===== src/rtl/sdram_arb_pkg.sv =====
// Shared encodings for the SDRAM burst arbiter: command types, FSM states, data width.
package sdram_arb_pkg;

    localparam int DATA_W = 16;

    localparam logic [1:0] CMD_WR  = 2'd0;
    localparam logic [1:0] CMD_RD  = 2'd1;
    localparam logic [1:0] CMD_REF = 2'd2;

    typedef enum logic [2:0] {
        ST_IDLE,
        ST_CMD,
        ST_WR,
        ST_RD,
        ST_REF,
        ST_DONE
    } state_e;

endpackage


===== src/rtl/frame_addr_gen.sv =====
// Linear frame address counter: steps by one burst per advance and wraps back to BASE
// at the end of the frame, pulsing wrap_pulse in the wrapping cycle.
module frame_addr_gen #(
    parameter int unsigned BASE        = 0,
    parameter int unsigned FRAME_WORDS = 307200,
    parameter int unsigned BURST_LEN   = 256,
    parameter int unsigned ADDR_W      = 22
) (
    input  logic              clk,
    input  logic              rst,
    input  logic              advance,
    output logic [ADDR_W-1:0] addr,
    output logic              wrap_pulse
);

    localparam int unsigned AW1 = ADDR_W + 1;
    // One extra bit so the end-of-frame compare cannot overflow.
    localparam logic [AW1-1:0] LIMIT = AW1'(BASE + FRAME_WORDS);
    localparam logic [AW1-1:0] STEP  = AW1'(BURST_LEN);

    logic [ADDR_W-1:0] addr_q, addr_d;
    logic [AW1-1:0]    nxt;

    always_comb begin
        nxt        = {1'b0, addr_q} + STEP;
        addr_d     = addr_q;
        wrap_pulse = 1'b0;
        if (advance) begin
            if (nxt >= LIMIT) begin
                addr_d     = ADDR_W'(BASE);
                wrap_pulse = 1'b1;
            end else begin
                addr_d = nxt[ADDR_W-1:0];
            end
        end
    end

    always_ff @(posedge clk or posedge rst) begin
        if (rst) addr_q <= ADDR_W'(BASE);
        else     addr_q <= addr_d;
    end

    assign addr = addr_q;

endmodule


===== src/rtl/sdram_burst_arbiter.sv =====
// Latches FIFO trigger pulses, arbitrates them against refresh, issues one burst command
// at a time and steers engine data strobes into the wfifo/rfifo during the burst.
module sdram_burst_arbiter
    import sdram_arb_pkg::*;
#(
    parameter int unsigned ADDR_W      = 22,
    parameter int unsigned BURST_LEN   = 256,
    parameter int unsigned LEN_W       = 9,
    parameter int unsigned FRAME_WORDS = 307200,
    parameter int unsigned WR_BASE     = 0,
    parameter int unsigned RD_BASE     = 0
) (
    input  logic              clk,
    input  logic              rst,
    input  logic              wr_trig,
    input  logic              rd_trig,
    input  logic              ref_req,
    output logic              ref_ack,
    output logic              cmd_valid,
    input  logic              cmd_ready,
    output logic [1:0]        cmd_type,
    output logic [ADDR_W-1:0] cmd_addr,
    output logic [LEN_W-1:0]  cmd_len,
    input  logic              wr_data_req,
    input  logic              rd_data_vld,
    input  logic [DATA_W-1:0] rd_data,
    input  logic              burst_done,
    output logic              wfifo_rd_en,
    output logic              rfifo_wr_en,
    output logic [DATA_W-1:0] rfifo_wr_data,
    output logic              busy,
    output logic              frame_wr_done,
    output logic              frame_rd_done,
    output logic              len_err
);

    localparam logic [LEN_W-1:0] BLEN = LEN_W'(BURST_LEN);

    state_e            state_q, state_d;
    logic              wr_pend_q, wr_pend_d;
    logic              rd_pend_q, rd_pend_d;
    logic [1:0]        cmd_type_q, cmd_type_d;
    logic [ADDR_W-1:0] cmd_addr_q, cmd_addr_d;
    logic [LEN_W-1:0]  cmd_len_q, cmd_len_d;
    logic [LEN_W-1:0]  beat_q, beat_d;
    logic              len_err_q, len_err_d;

    logic [ADDR_W-1:0] wr_addr, rd_addr;
    logic              accept, beat_in, beat_room, wr_adv, rd_adv;

    assign accept    = (state_q == ST_CMD) && cmd_ready;
    assign beat_room = (beat_q < BLEN);
    assign beat_in   = ((state_q == ST_WR) && wr_data_req) || ((state_q == ST_RD) && rd_data_vld);

    // Beats beyond a full burst are swallowed so the FIFOs never see more than BURST_LEN words.
    assign wfifo_rd_en   = (state_q == ST_WR) && wr_data_req && beat_room;
    assign rfifo_wr_en   = (state_q == ST_RD) && rd_data_vld && beat_room;
    assign rfifo_wr_data = rfifo_wr_en ? rd_data : '0;

    assign ref_ack   = accept && (cmd_type_q == CMD_REF);
    assign cmd_valid = (state_q == ST_CMD);
    assign busy      = (state_q != ST_IDLE);
    assign cmd_type  = cmd_type_q;
    assign cmd_addr  = cmd_addr_q;
    assign cmd_len   = cmd_len_q;
    assign len_err   = len_err_q;

    assign wr_adv = (state_q == ST_DONE) && (cmd_type_q == CMD_WR);
    assign rd_adv = (state_q == ST_DONE) && (cmd_type_q == CMD_RD);

    // A trigger landing in the same cycle as its command's acceptance stays pending.
    assign wr_pend_d = wr_trig | (wr_pend_q & ~(accept && (cmd_type_q == CMD_WR)));
    assign rd_pend_d = rd_trig | (rd_pend_q & ~(accept && (cmd_type_q == CMD_RD)));

    always_comb begin
        state_d    = state_q;
        cmd_type_d = cmd_type_q;
        cmd_addr_d = cmd_addr_q;
        cmd_len_d  = cmd_len_q;
        beat_d     = beat_q;
        len_err_d  = len_err_q;
        case (state_q)
            ST_IDLE: begin
                if (ref_req) begin
                    cmd_type_d = CMD_REF;
                    cmd_addr_d = '0;
                    cmd_len_d  = '0;
                    state_d    = ST_CMD;
                end else if (wr_pend_q) begin
                    cmd_type_d = CMD_WR;
                    cmd_addr_d = wr_addr;
                    cmd_len_d  = BLEN;
                    state_d    = ST_CMD;
                end else if (rd_pend_q) begin
                    cmd_type_d = CMD_RD;
                    cmd_addr_d = rd_addr;
                    cmd_len_d  = BLEN;
                    state_d    = ST_CMD;
                end
            end
            ST_CMD: begin
                if (cmd_ready) begin
                    beat_d = '0;
                    if (cmd_type_q == CMD_WR)      state_d = ST_WR;
                    else if (cmd_type_q == CMD_RD) state_d = ST_RD;
                    else                           state_d = ST_REF;
                end
            end
            ST_WR, ST_RD: begin
                if (beat_in) begin
                    if (beat_room) beat_d    = beat_q + 1'b1;
                    else           len_err_d = 1'b1;
                end
                if (burst_done) begin
                    if (beat_d != BLEN) len_err_d = 1'b1;
                    state_d = ST_DONE;
                end
            end
            ST_REF: begin
                if (burst_done) state_d = ST_DONE;
            end
            ST_DONE: state_d = ST_IDLE;
            default: state_d = ST_IDLE;
        endcase
    end

    always_ff @(posedge clk or posedge rst) begin
        if (rst) begin
            state_q    <= ST_IDLE;
            wr_pend_q  <= 1'b0;
            rd_pend_q  <= 1'b0;
            cmd_type_q <= '0;
            cmd_addr_q <= '0;
            cmd_len_q  <= '0;
            beat_q     <= '0;
            len_err_q  <= 1'b0;
        end else begin
            state_q    <= state_d;
            wr_pend_q  <= wr_pend_d;
            rd_pend_q  <= rd_pend_d;
            cmd_type_q <= cmd_type_d;
            cmd_addr_q <= cmd_addr_d;
            cmd_len_q  <= cmd_len_d;
            beat_q     <= beat_d;
            len_err_q  <= len_err_d;
        end
    end

    frame_addr_gen #(
        .BASE        (WR_BASE),
        .FRAME_WORDS (FRAME_WORDS),
        .BURST_LEN   (BURST_LEN),
        .ADDR_W      (ADDR_W)
    ) u_wr_addr (
        .clk        (clk),
        .rst        (rst),
        .advance    (wr_adv),
        .addr       (wr_addr),
        .wrap_pulse (frame_wr_done)
    );

    frame_addr_gen #(
        .BASE        (RD_BASE),
        .FRAME_WORDS (FRAME_WORDS),
        .BURST_LEN   (BURST_LEN),
        .ADDR_W      (ADDR_W)
    ) u_rd_addr (
        .clk        (clk),
        .rst        (rst),
        .advance    (rd_adv),
        .addr       (rd_addr),
        .wrap_pulse (frame_rd_done)
    );

endmodule


===== config.mk =====
export PLATFORM = sky130hd
export DESIGN_NAME = sdram_burst_arbiter
export DESIGN_NICKNAME = d
export VERILOG_FILES = /design/src/rtl/sdram_arb_pkg.sv /design/src/rtl/frame_addr_gen.sv /design/src/rtl/sdram_burst_arbiter.sv
export SDC_FILE = /design/constraint.sdc
export NUM_CORES = 1
export LEC_CHECK = 0
export ABC_CLOCK_PERIOD_IN_PS = 3550
export BUFFER_PORTS_ARGS = -buffer_cell sky130_fd_sc_hd__buf_4
export CORE_MARGIN = 3
export CORE_UTILIZATION = 60
export CTS_BUF_LIST = sky130_fd_sc_hd__clkbuf_4 sky130_fd_sc_hd__clkbuf_8 sky130_fd_sc_hd__clkbuf_16
export CTS_CLUSTER_DIAMETER = 40
export CTS_CLUSTER_SIZE = 14
export DETAILED_ROUTE_END_ITERATION = 12
export MAX_ROUTING_LAYER = met4
export PLACE_DENSITY = 0.86
export SLEW_MARGIN = 15
export SYNTH_ARGS = -nofsm -noshare
export SYNTH_HDL_FRONTEND = slang
export SYNTH_SLANG_ARGS = --single-unit

===== constraint.sdc =====
create_clock -name clk -period 3.55 [get_ports clk]
set_input_delay 0.71 -clock clk [delete_from_list [all_inputs] [get_ports clk]]
set_output_delay 0.71 -clock clk [all_outputs]
set_load 0.005 [all_outputs]

==> results.cfg, run 1 <==
[routing]
drt_iter0_drc = 255
vias_per_cell = 6.230
wl_per_cell_microns = 17.37
post-route-drc-count = 0
wirelength_microns = 9886
antenna_left = 0
dr.pass1.iters = 5
via_count = 3545

[cts]
clock_sinks = 61
cts_tree = done
clk_pin_slew_ns = 0.07
cts_root_buffer = clkbuf_8
clock_latency_ns = 0.34
htree_levels = 3
cts_made_buffers = 9
post-cts-setup-buffers = 0
cts_buffer_depth = 2

[worst_setup_path]
r2r_slack_ns = 0.95
reg2reg_from = u_rd_addr.addr[9]
slowest_stage = dfrtp_1
endpoint_kind = primary output
worstReg2RegEnd = u_rd_addr.addr[17]
rr_worst_depth = 7
arrival_ns = 2.61
worst-setup-path-type = reg -> out
path_cells = ha_2, nand3_4, a2111o_1, o311a_2, o31ai_4, nor2_1, buf_4
worst-path-max-fanout = 10
critPathLaunchType = register
cp_data_required_time_ns = 2.84
slowest_delay_ns = 0.52

[hold_path]
min-delay-start = len_err
hold_path_depth = 1
hold_path_class = reg -> reg
min_to = len_err

[power]
seqPwrFrac_pct = 39.9
power_switching_w = 0.0009110
total_power_w = 0.002563
p_leak_nw = 2.154
cellPowerDensity_mw_per_mm2 = 556.3
swShare_pct = 35.54
internal_power_w = 0.001652
clock_power_share_pct = 29.0
p_comb_share_pct = 31.1
peakVddDrop_v = 0.0005235

[synthesis]
yosysSeqAreaShare_pct = 39.12
ys_ff_latch = 61
synth_area_leader_cell = dfrtp_1
synthArstFlopShare_pct = 100.0
netlist_instances = 441
synth_edf_count = 0
synthTopCellsByArea = dfrtp_1 (39%), mux2i_1 (4.9%), nand2_1 (4.3%)
syn_avg_cell_area_sq_um = 8.849
mappedNetlistArea_sq_mm = 0.003902
yosysMostFrequentCell = dfrtp_1
synth-warning-count = 0
synth_common_cells = dfrtp_1 (61), nand2_1 (45), nor2_1 (26)
ys.flop_type = dfrtp_1
synth_top_area_share_pct = 39.12
ys_types = 63

[place]
portBuffers = 73
place_ws_ns = 0.5820
post-dp-hpwl_microns = 6701
gp_congestion = 0.9432

[run_status]
status = finished, final reports clean

[timing]
rsz0062_at_grt = no
holdWs_ns = 0.4594
setup_ws_ns = 0.2251
slew_viol_final = 0
post-route-min-period_ns = 3.325
maxSlewHeadroom_pct = 45.31
worst_pin_slew_ns = 0.8203
timing.final.crit_share_pct = 93.66
fmax_mhz = 300.8
finalSetupTns_ns = 0
setup_viol = 0
final-hold-violation-count = 0
finalClockSkew_ns = 0.007103

[floorplanning]
num_io_pins = 82
die_w_microns = 86.65
core-area_sq_mm = 0.006096
die-area_sq_mm = 0.007508
die_h_microns = 86.65
num_rows = 28
start_util_pct = 64.02

[grt]
gr-usage-all-layers_pct = 27.40
grt_pass1_wl_microns = 15770
grt_max_degree = 62
first_global_vias = 3174
antenna_found_initial = 0
overflow = 0

[final_layout]
drive_gt1_share_pct = 23.48
synthToLayoutAreaGrowth_pct = 18.05
antenna_cells = 0
fin_nets = 519
fillers = 446

[job]
maxCapViolations = 0
## metrics by stage
step           instances  instance area, sq um  utilization (%)
2_1_floorplan        448                  3929                -
3_3_place_gp         553                  4360            71.53
3_5_place_dp         553                  4360            71.53
4_1_cts              569                  4604            75.53
5_1_grt              569                  4607            75.57
6_report             569                  4607            75.57
## registers in the layout, indices dropped and copies added, names as in the netlist
| name | flops |
|---|---|
| rd_pend_q | 1 |
| cmd_len | 1 |
| wr_pend_q | 1 |
| beat_q | 9 |
| u_rd_addr.addr | 14 |
| cmd_addr | 15 |
| u_wr_addr.addr | 14 |
| state_q | 3 |
| len_err | 1 |
| cmd_type | 2 |
## what timing repair did
action | in CTS | in global routing
hold buffers | 0 | 0
resized for setup | 0 | 1
endpoints found under the setup margin | 0 | 1
## placed cells by master, fill, tap and decap left out, types with 4 or more instances in the layout
cell type / n
nand4_1: 11
clkbuf_8: 13
a21boi_0: 4
a221o_1: 9
a31oi_1: 4
nor3b_1: 4
nand3_1: 22
and4_1: 5
ha_1: 4
dfrtp_1: 61
nor2_1: 26
a21oi_1: 12
o22ai_1: 5
or3_1: 5
nand2_1: 45
nand2b_1: 7
inv_1: 14
nor3_1: 14
conb_1: 8
o21ai_0: 17
mux2i_1: 19
buf_4: 82
and2_1: 25
o31ai_1: 19
## power groups by stage
stage                     Clock, W  Sequential [W]  Combinational (W)
after global routing      0.000791         0.00104           0.000879
after CTS                 0.000757         0.00102           0.000797
after floorplan                  0        0.000922           0.000594
after detailed placement         0         0.00103           0.000785
final                     0.000743         0.00102           0.000797
after global placement           0         0.00101           0.000758
## worst max-delay path by stage
stage	start	slack (ns)	depth (start not counted)	end
global route	u_wr_addr.addr[9]	0.006	9	frame_wr_done
finish	u_rd_addr.addr[9]	0.23	7	frame_rd_done
CTS	u_rd_addr.addr[8]	0.17	7	frame_rd_done
detailed placement	u_rd_addr.addr[8]	0.58	7	frame_rd_done
global placement	u_rd_addr.addr[8]	0.64	7	frame_rd_done
floorplan	u_wr_addr.addr[8]	0.94	7	frame_wr_done
## cell families after synthesis
family          after synthesis  synth area share [%]
mux                          22                 5.739
simple gates                185                 25.55
other cells                   1               0.09609
fa+ha+maj                     5                 1.603
compound gates               97                 18.56
buf+inv                      67                 8.656
xor+xnor                      3                0.6734
flops                        61                 39.11
## per-layer routing
layer | part of all wire (%) | vias to the layer above | GRT usage, %
li1 | - | 1670 | -
met1 | 41 | 1689 | 33.74
met4 | 1.8 | 0 | 9.632
met2 | 50 | 162 | 45.20
met5 | 0 | - | -
met3 | 6.9 | 24 | 5.133
## area by class of cell
type / instances / area [sq um] / area share [%]
multi-input combinational: 320 / 2071 / 44.95
timing repair buffer: 82 / 615.6 / 13.36
clock buffer: 13 / 178.9 / 3.884
sequential: 61 / 1526 / 33.13
clock inverter: 3 / 65.06 / 1.412
inverter: 15 / 56.30 / 1.222
tap: 75 / 93.84 / 2.037
## worst max-delay path: cells and delay by family (launching register included)
family,cells,cell delay [ns]
fa+ha+maj,1,0.34
buf+inv,1,0.15
flops,1,0.52
compound gates,3,1.04
simple gates,2,0.23
Power figures use the tool's default switching activity.
==> run 2, diff against run 1 <==
--- a/config.mk
+++ b/config.mk
@@ -7,14 +7,14 @@
 export LEC_CHECK = 0
 export ABC_CLOCK_PERIOD_IN_PS = 3550
 export BUFFER_PORTS_ARGS = -buffer_cell sky130_fd_sc_hd__buf_4
+export CORE_ASPECT_RATIO = 0.5
 export CORE_MARGIN = 3
-export CORE_UTILIZATION = 60
+export CORE_UTILIZATION = 30
 export CTS_BUF_LIST = sky130_fd_sc_hd__clkbuf_4 sky130_fd_sc_hd__clkbuf_8 sky130_fd_sc_hd__clkbuf_16
 export CTS_CLUSTER_DIAMETER = 40
 export CTS_CLUSTER_SIZE = 14
 export DETAILED_ROUTE_END_ITERATION = 12
 export MAX_ROUTING_LAYER = met4
-export PLACE_DENSITY = 0.86
 export SLEW_MARGIN = 15
 export SYNTH_ARGS = -nofsm -noshare
 export SYNTH_HDL_FRONTEND = slang
==> results.cfg, run 2 (synthesized netlist as in run 1, its figures left out) <==
[run_status]
status = finished, final reports clean

[power]
clock_power_share_pct = 30.9
power_switching_w = 0.0008984
p_comb_share_pct = 29.8
swShare_pct = 34.80
internal_power_w = 0.001683
seqPwrFrac_pct = 39.3
p_leak_nw = 2.172
cellPowerDensity_mw_per_mm2 = 543.4
total_power_w = 0.002581
peakVddDrop_v = 0.0002466

[worst_setup_path]
startpoint = u_rd_addr.addr[8]
reg2reg_from = u_rd_addr.addr[8]
worstReg2RegEnd = u_rd_addr.addr[14]
path_buf_inv = 1
endpoint_kind = primary output
crit_path_end = frame_rd_done
r2r_slack_ns = 0.89
slowest_delay_ns = 0.54
rr_worst_depth = 8
worst-path-max-fanout = 11
arrival_ns = 2.68
cp_data_required_time_ns = 2.84
crit_family = simple AND/OR/NAND/NOR gates
slowest_stage = or4_1
worst-setup-path-type = reg -> out
critPathLaunchType = register
crit_cells = 7
path_cells = ha_1, nand3_4, or4_1, o2111ai_1, o31ai_4, nor2_1, buf_4

[cts]
clock_latency_ns = 0.33
cts_tree = done
cts_root_buffer = clkbuf_16
ctsResizeCount = 0
cts_hold_buf = 0
htree_levels = 3
clk_pin_slew_ns = 0.05
clock_sinks = 61
cts_made_buffers = 9
post-cts-setup-buffers = 0
cts_buffer_depth = 2

[timing]
timing.final.crit_share_pct = 95.60
finalSetupTns_ns = 0
setup_viol = 0
final-hold-violation-count = 0
finalClockSkew_ns = 0.005655
post-route-min-period_ns = 3.394
fmax_mhz = 294.7
maxSlewHeadroom_pct = 33.96
setup_ws_ns = 0.1563
worst_pin_slew_ns = 0.9891
slew_viol_final = 0
rsz0062_at_grt = no

[floorplanning]
core-area_sq_mm = 0.01226
start_util_pct = 31.83
die_h_microns = 86.65
num_io_pins = 82
num_rows = 28
die_w_microns = 167.3
die-area_sq_mm = 0.01450

[hold_path]
hold_path_class = reg -> reg

[job]
maxCapViolations = 0

[place]
placed_cells = 644
gp_congestion = 0.8940
post_dp_cell_area_sq_mm = 0.004481
post-dp-hpwl_microns = 6942
place_ws_ns = 0.5292
portBuffers = 73

[routing]
via_count = 3410
wl_per_cell_microns = 14.79
antenna_left = 0
vias_per_cell = 5.182
post-route-drc-count = 0
wirelength_microns = 9735
dr.pass1.iters = 6
drt_iter0_drc = 255

[final_layout]
antenna_cells = 0
final_area_sq_mm = 0.004751
fin_nets = 520
mostFrequentLayoutCells = buf_4 (83), dfrtp_1 (61), nand2_1 (45)
multi_input_area_sq_mm = 0.002068
stdcell_count = 658
synthToLayoutAreaGrowth_pct = 21.74
drive_gt1_share_pct = 23.12
largest_register_ffs = 15
register_area_sq_mm = 0.001526
fillers = 1252
layout_commonest_cell = buf_4

[grt]
gr-usage-all-layers_pct = 14.38
grt_max_degree = 48
overflow = 0
antenna_found_initial = 0
first_global_vias = 3238
grt_pass1_wl_microns = 16500
## run 2: cell count changes in the layout (fill, tap and decap cells not counted), sizes merged
| cell | before | now |
|---|---|---|
| bufinv | 2 | 0 |
| buf | 82 | 83 |
| clkbuf | 13 | 12 |
| clkinv | 1 | 2 |
## run 2: power groups by stage
stage	sequential [W]	clock (W)	combinational (W)
2_1_floorplan	0.000922	0	0.000594
3_3_place_gp	0.00102	0	0.000769
3_5_place_dp	0.00102	0	0.000776
4_1_cts	0.00101	0.000815	0.000780
5_1_grt	0.00104	0.000852	0.000877
6_report	0.00101	0.000798	0.000769
## run 2: how the worst min path moves through the flow
stage,from,to,depth (start not counted)
floorplan,len_err,len_err,1
CTS,len_err,len_err,1
finish,len_err,len_err,1
detailed placement,len_err,len_err,1
global route,cmd_addr[10],cmd_addr[10],2
global placement,len_err,len_err,1
## run 2: layout make-up
cell class | instances | area share [%]
flip-flops and latches | 61 | 32.13
clock buffers | 12 | 5.478
well taps | 165 | 4.346
clock inverters | 2 | 0.2107
multi-input cells | 320 | 43.53
repair buffers | 83 | 13.12
inverters | 15 | 1.185
## run 2: worst reg2reg max path: cells and delay by family (launching register included)
family / cells / cell delay (ns)
buf+inv: 1 / 0.21
simple gates: 2 / 0.33
compound gates: 4 / 1.13
fa+ha+maj: 1 / 0.39
flops: 1 / 0.52
## run 2: per-layer routing
metal | vias to the layer above | wire length (microns) | global-route usage (%) | part of all wire [%]
met2 | 112 | 4301 | 22.34 | 44
met3 | 18 | 628 | 3.964 | 6.5
li1 | 1680 | - | - | -
met1 | 1600 | 4638 | 18.38 | 48
met5 | - | 0 | - | 0
met4 | 0 | 166 | 4.677 | 1.7
## run 2: through the flow
stage | utilization, % | hold WS [ns]
global route | 38.74 | 0.4908
detailed placement | 36.54 | 0.4496
CTS | 38.74 | 0.4648
finish | 38.74 | 0.4650
floorplan | - | 0.4510
global placement | 36.54 | 0.4435
==> run 3, diff against run 2 <==
--- a/config.mk
+++ b/config.mk
@@ -14,6 +14,7 @@
 export CTS_CLUSTER_DIAMETER = 40
 export CTS_CLUSTER_SIZE = 14
 export DETAILED_ROUTE_END_ITERATION = 12
+export GPL_TIMING_DRIVEN = 0
 export MAX_ROUTING_LAYER = met4
 export SLEW_MARGIN = 15
 export SYNTH_ARGS = -nofsm -noshare
==> results.cfg, run 3 (synthesized netlist as in run 1, its figures left out) <==
[routing]
wirelength_microns = 10620
antenna_left = 0
wl_per_cell_microns = 15.13
via_count = 3620
dr.pass1.iters = 4
post-route-drc-count = 0
vias_per_cell = 5.157
drt_iter0_drc = 310

[worst_setup_path]
worst-path-max-fanout = 10
arrival_ns = 2.67
path_buf_inv = 3
slowest_delay_ns = 0.51
worst-setup-path-type = reg -> out
endpoint_kind = primary output
cp_common_cell = buf_4
crit_family = compound AO/OA/AOI/OAI gates
path_cells = ha_1, and2_1, buf_2, o32ai_2, o32ai_1, a21oi_1, nor2b_1, buf_4, nor2_1, buf_4
cp_data_required_time_ns = 2.84
critPathLaunchType = register
slowest_stage = dfrtp_1

[timing]
setup_viol = 0
post-route-min-period_ns = 3.378
slew_viol_final = 0
fmax_mhz = 296.0
timing.final.crit_share_pct = 95.16
final-hold-violation-count = 0
worst_pin_slew_ns = 0.7566
finalSetupTns_ns = 0
maxSlewHeadroom_pct = 49.56
holdWs_ns = 0.3883
rsz0062_at_grt = no
finalClockSkew_ns = 0.004582

[job]
maxCapViolations = 0

[final_layout]
multi_input_area_sq_mm = 0.002074
largest_register_ffs = 15
antenna_cells = 0
fin_nets = 564
mostFrequentLayoutCells = buf_4 (92), dfrtp_1 (60), nand2_1 (45)
register_area_sq_mm = 0.001528
synthToLayoutAreaGrowth_pct = 27.99
drive_gt1_share_pct = 26.26
layout_commonest_cell = buf_4
fillers = 1249

[grt]
first_global_vias = 3456
grt_pass1_wl_microns = 17640
grt_max_degree = 33
overflow = 0
antenna_found_initial = 0
gr-usage-all-layers_pct = 15.50

[power]
cellPowerDensity_mw_per_mm2 = 535.4
p_leak_nw = 2.322
peakVddDrop_v = 0.0003202
internal_power_w = 0.001711
seqPwrFrac_pct = 35.3
p_comb_share_pct = 34.5
power_switching_w = 0.0009630
clock_power_share_pct = 30.2
swShare_pct = 36.01

[floorplanning]
num_io_pins = 82
die-area_sq_mm = 0.01450
core-area_sq_mm = 0.01226
die_h_microns = 86.65
start_util_pct = 31.83
num_rows = 28
die_w_microns = 167.3

[cts]
cts_tree = done
clock_latency_ns = 0.33
clock_sinks = 61
clk_pin_slew_ns = 0.05
htree_levels = 3
cts_made_buffers = 9
cts_buffer_depth = 2
cts_root_buffer = clkbuf_16
cts_hold_buf = 0

[place]
post-dp-hpwl_microns = 7644
portBuffers = 72
gp_congestion = 0.8625

[hold_path]
hold_path_class = in -> async

[run_status]
status = finished, final reports clean
==> run 3: final cells by class <==
cell class                 instances  share of cell area, %
multi-input combinational        320                  41.53
sequential                        61                  30.59
timing repair buffer              75                  11.52
buffer                            52                  5.636
clock buffer                      12                  5.210
tap                              165                  4.133
inverter                          15                  1.177
clock inverter                     2                 0.2004
==> run 3: what timing repair did <==
| item | CTS | global route |
|---|---|---|
| cloned | 0 | 0 |
| resized for setup | 1 | 2 |
| pin swaps | 0 | 0 |
| setup endpoints to repair | 1 | 2 |
| setup buffers | 0 | 2 |
| hold endpoints to repair | 0 | 0 |
==> run 3: path summary, 6_finish.rpt <==
path	from	to	slack, ns	cells past startpoint
hold reg to reg	len_err	len_err	0.46	1
min in group clk	len_err	len_err	0.46	1
setup reg to reg	u_wr_addr.addr[8]	u_wr_addr.addr[14]	0.99	9
setup / recovery	u_wr_addr.addr[8]	frame_wr_done	0.17	10
max in group asynchronous	rst	u_rd_addr.addr[9]	2.63	3
hold / removal	rst	state_q[1]	0.39	2
==> run 3: stage by stage <==
step / setup slack [ns] / std cells / total power (W) / utilization [%] / cell area, sq um
final: 0.1717 / 702 / 0.002674 / 40.73 / 4995
after floorplan: 0.9396 / 448 / 0.001516 / - / 3929
after global routing: 0.05284 / 702 / 0.002866 / 40.73 / 4995
after global placement: 0.3233 / 685 / 0.001858 / 38.13 / 4676
after detailed placement: 0.3156 / 686 / 0.001876 / 38.32 / 4698
after CTS: 0.01614 / 700 / 0.002695 / 40.54 / 4971
==> run 3: power groups by stage <==
| stage | sequential [W] | clock [W] | combinational, W |
|---|---|---|---|
| CTS | 0.000943 | 0.000824 | 0.000928 |
| floorplan | 0.000922 | 0 | 0.000594 |
| finish | 0.000944 | 0.000808 | 0.000922 |
| global route | 0.000968 | 0.000856 | 0.00104 |
| detailed placement | 0.000953 | 0 | 0.000923 |
| global placement | 0.000949 | 0 | 0.000909 |
==> run 3: routing by layer <==
metal	wire [microns]	vias to the layer above	track usage, %
met2	4826	126	24.83
met4	187	0	6.013
li1	-	1764	-
met3	693	15	4.237
met5	0	-	-
met1	4911	1715	18.88
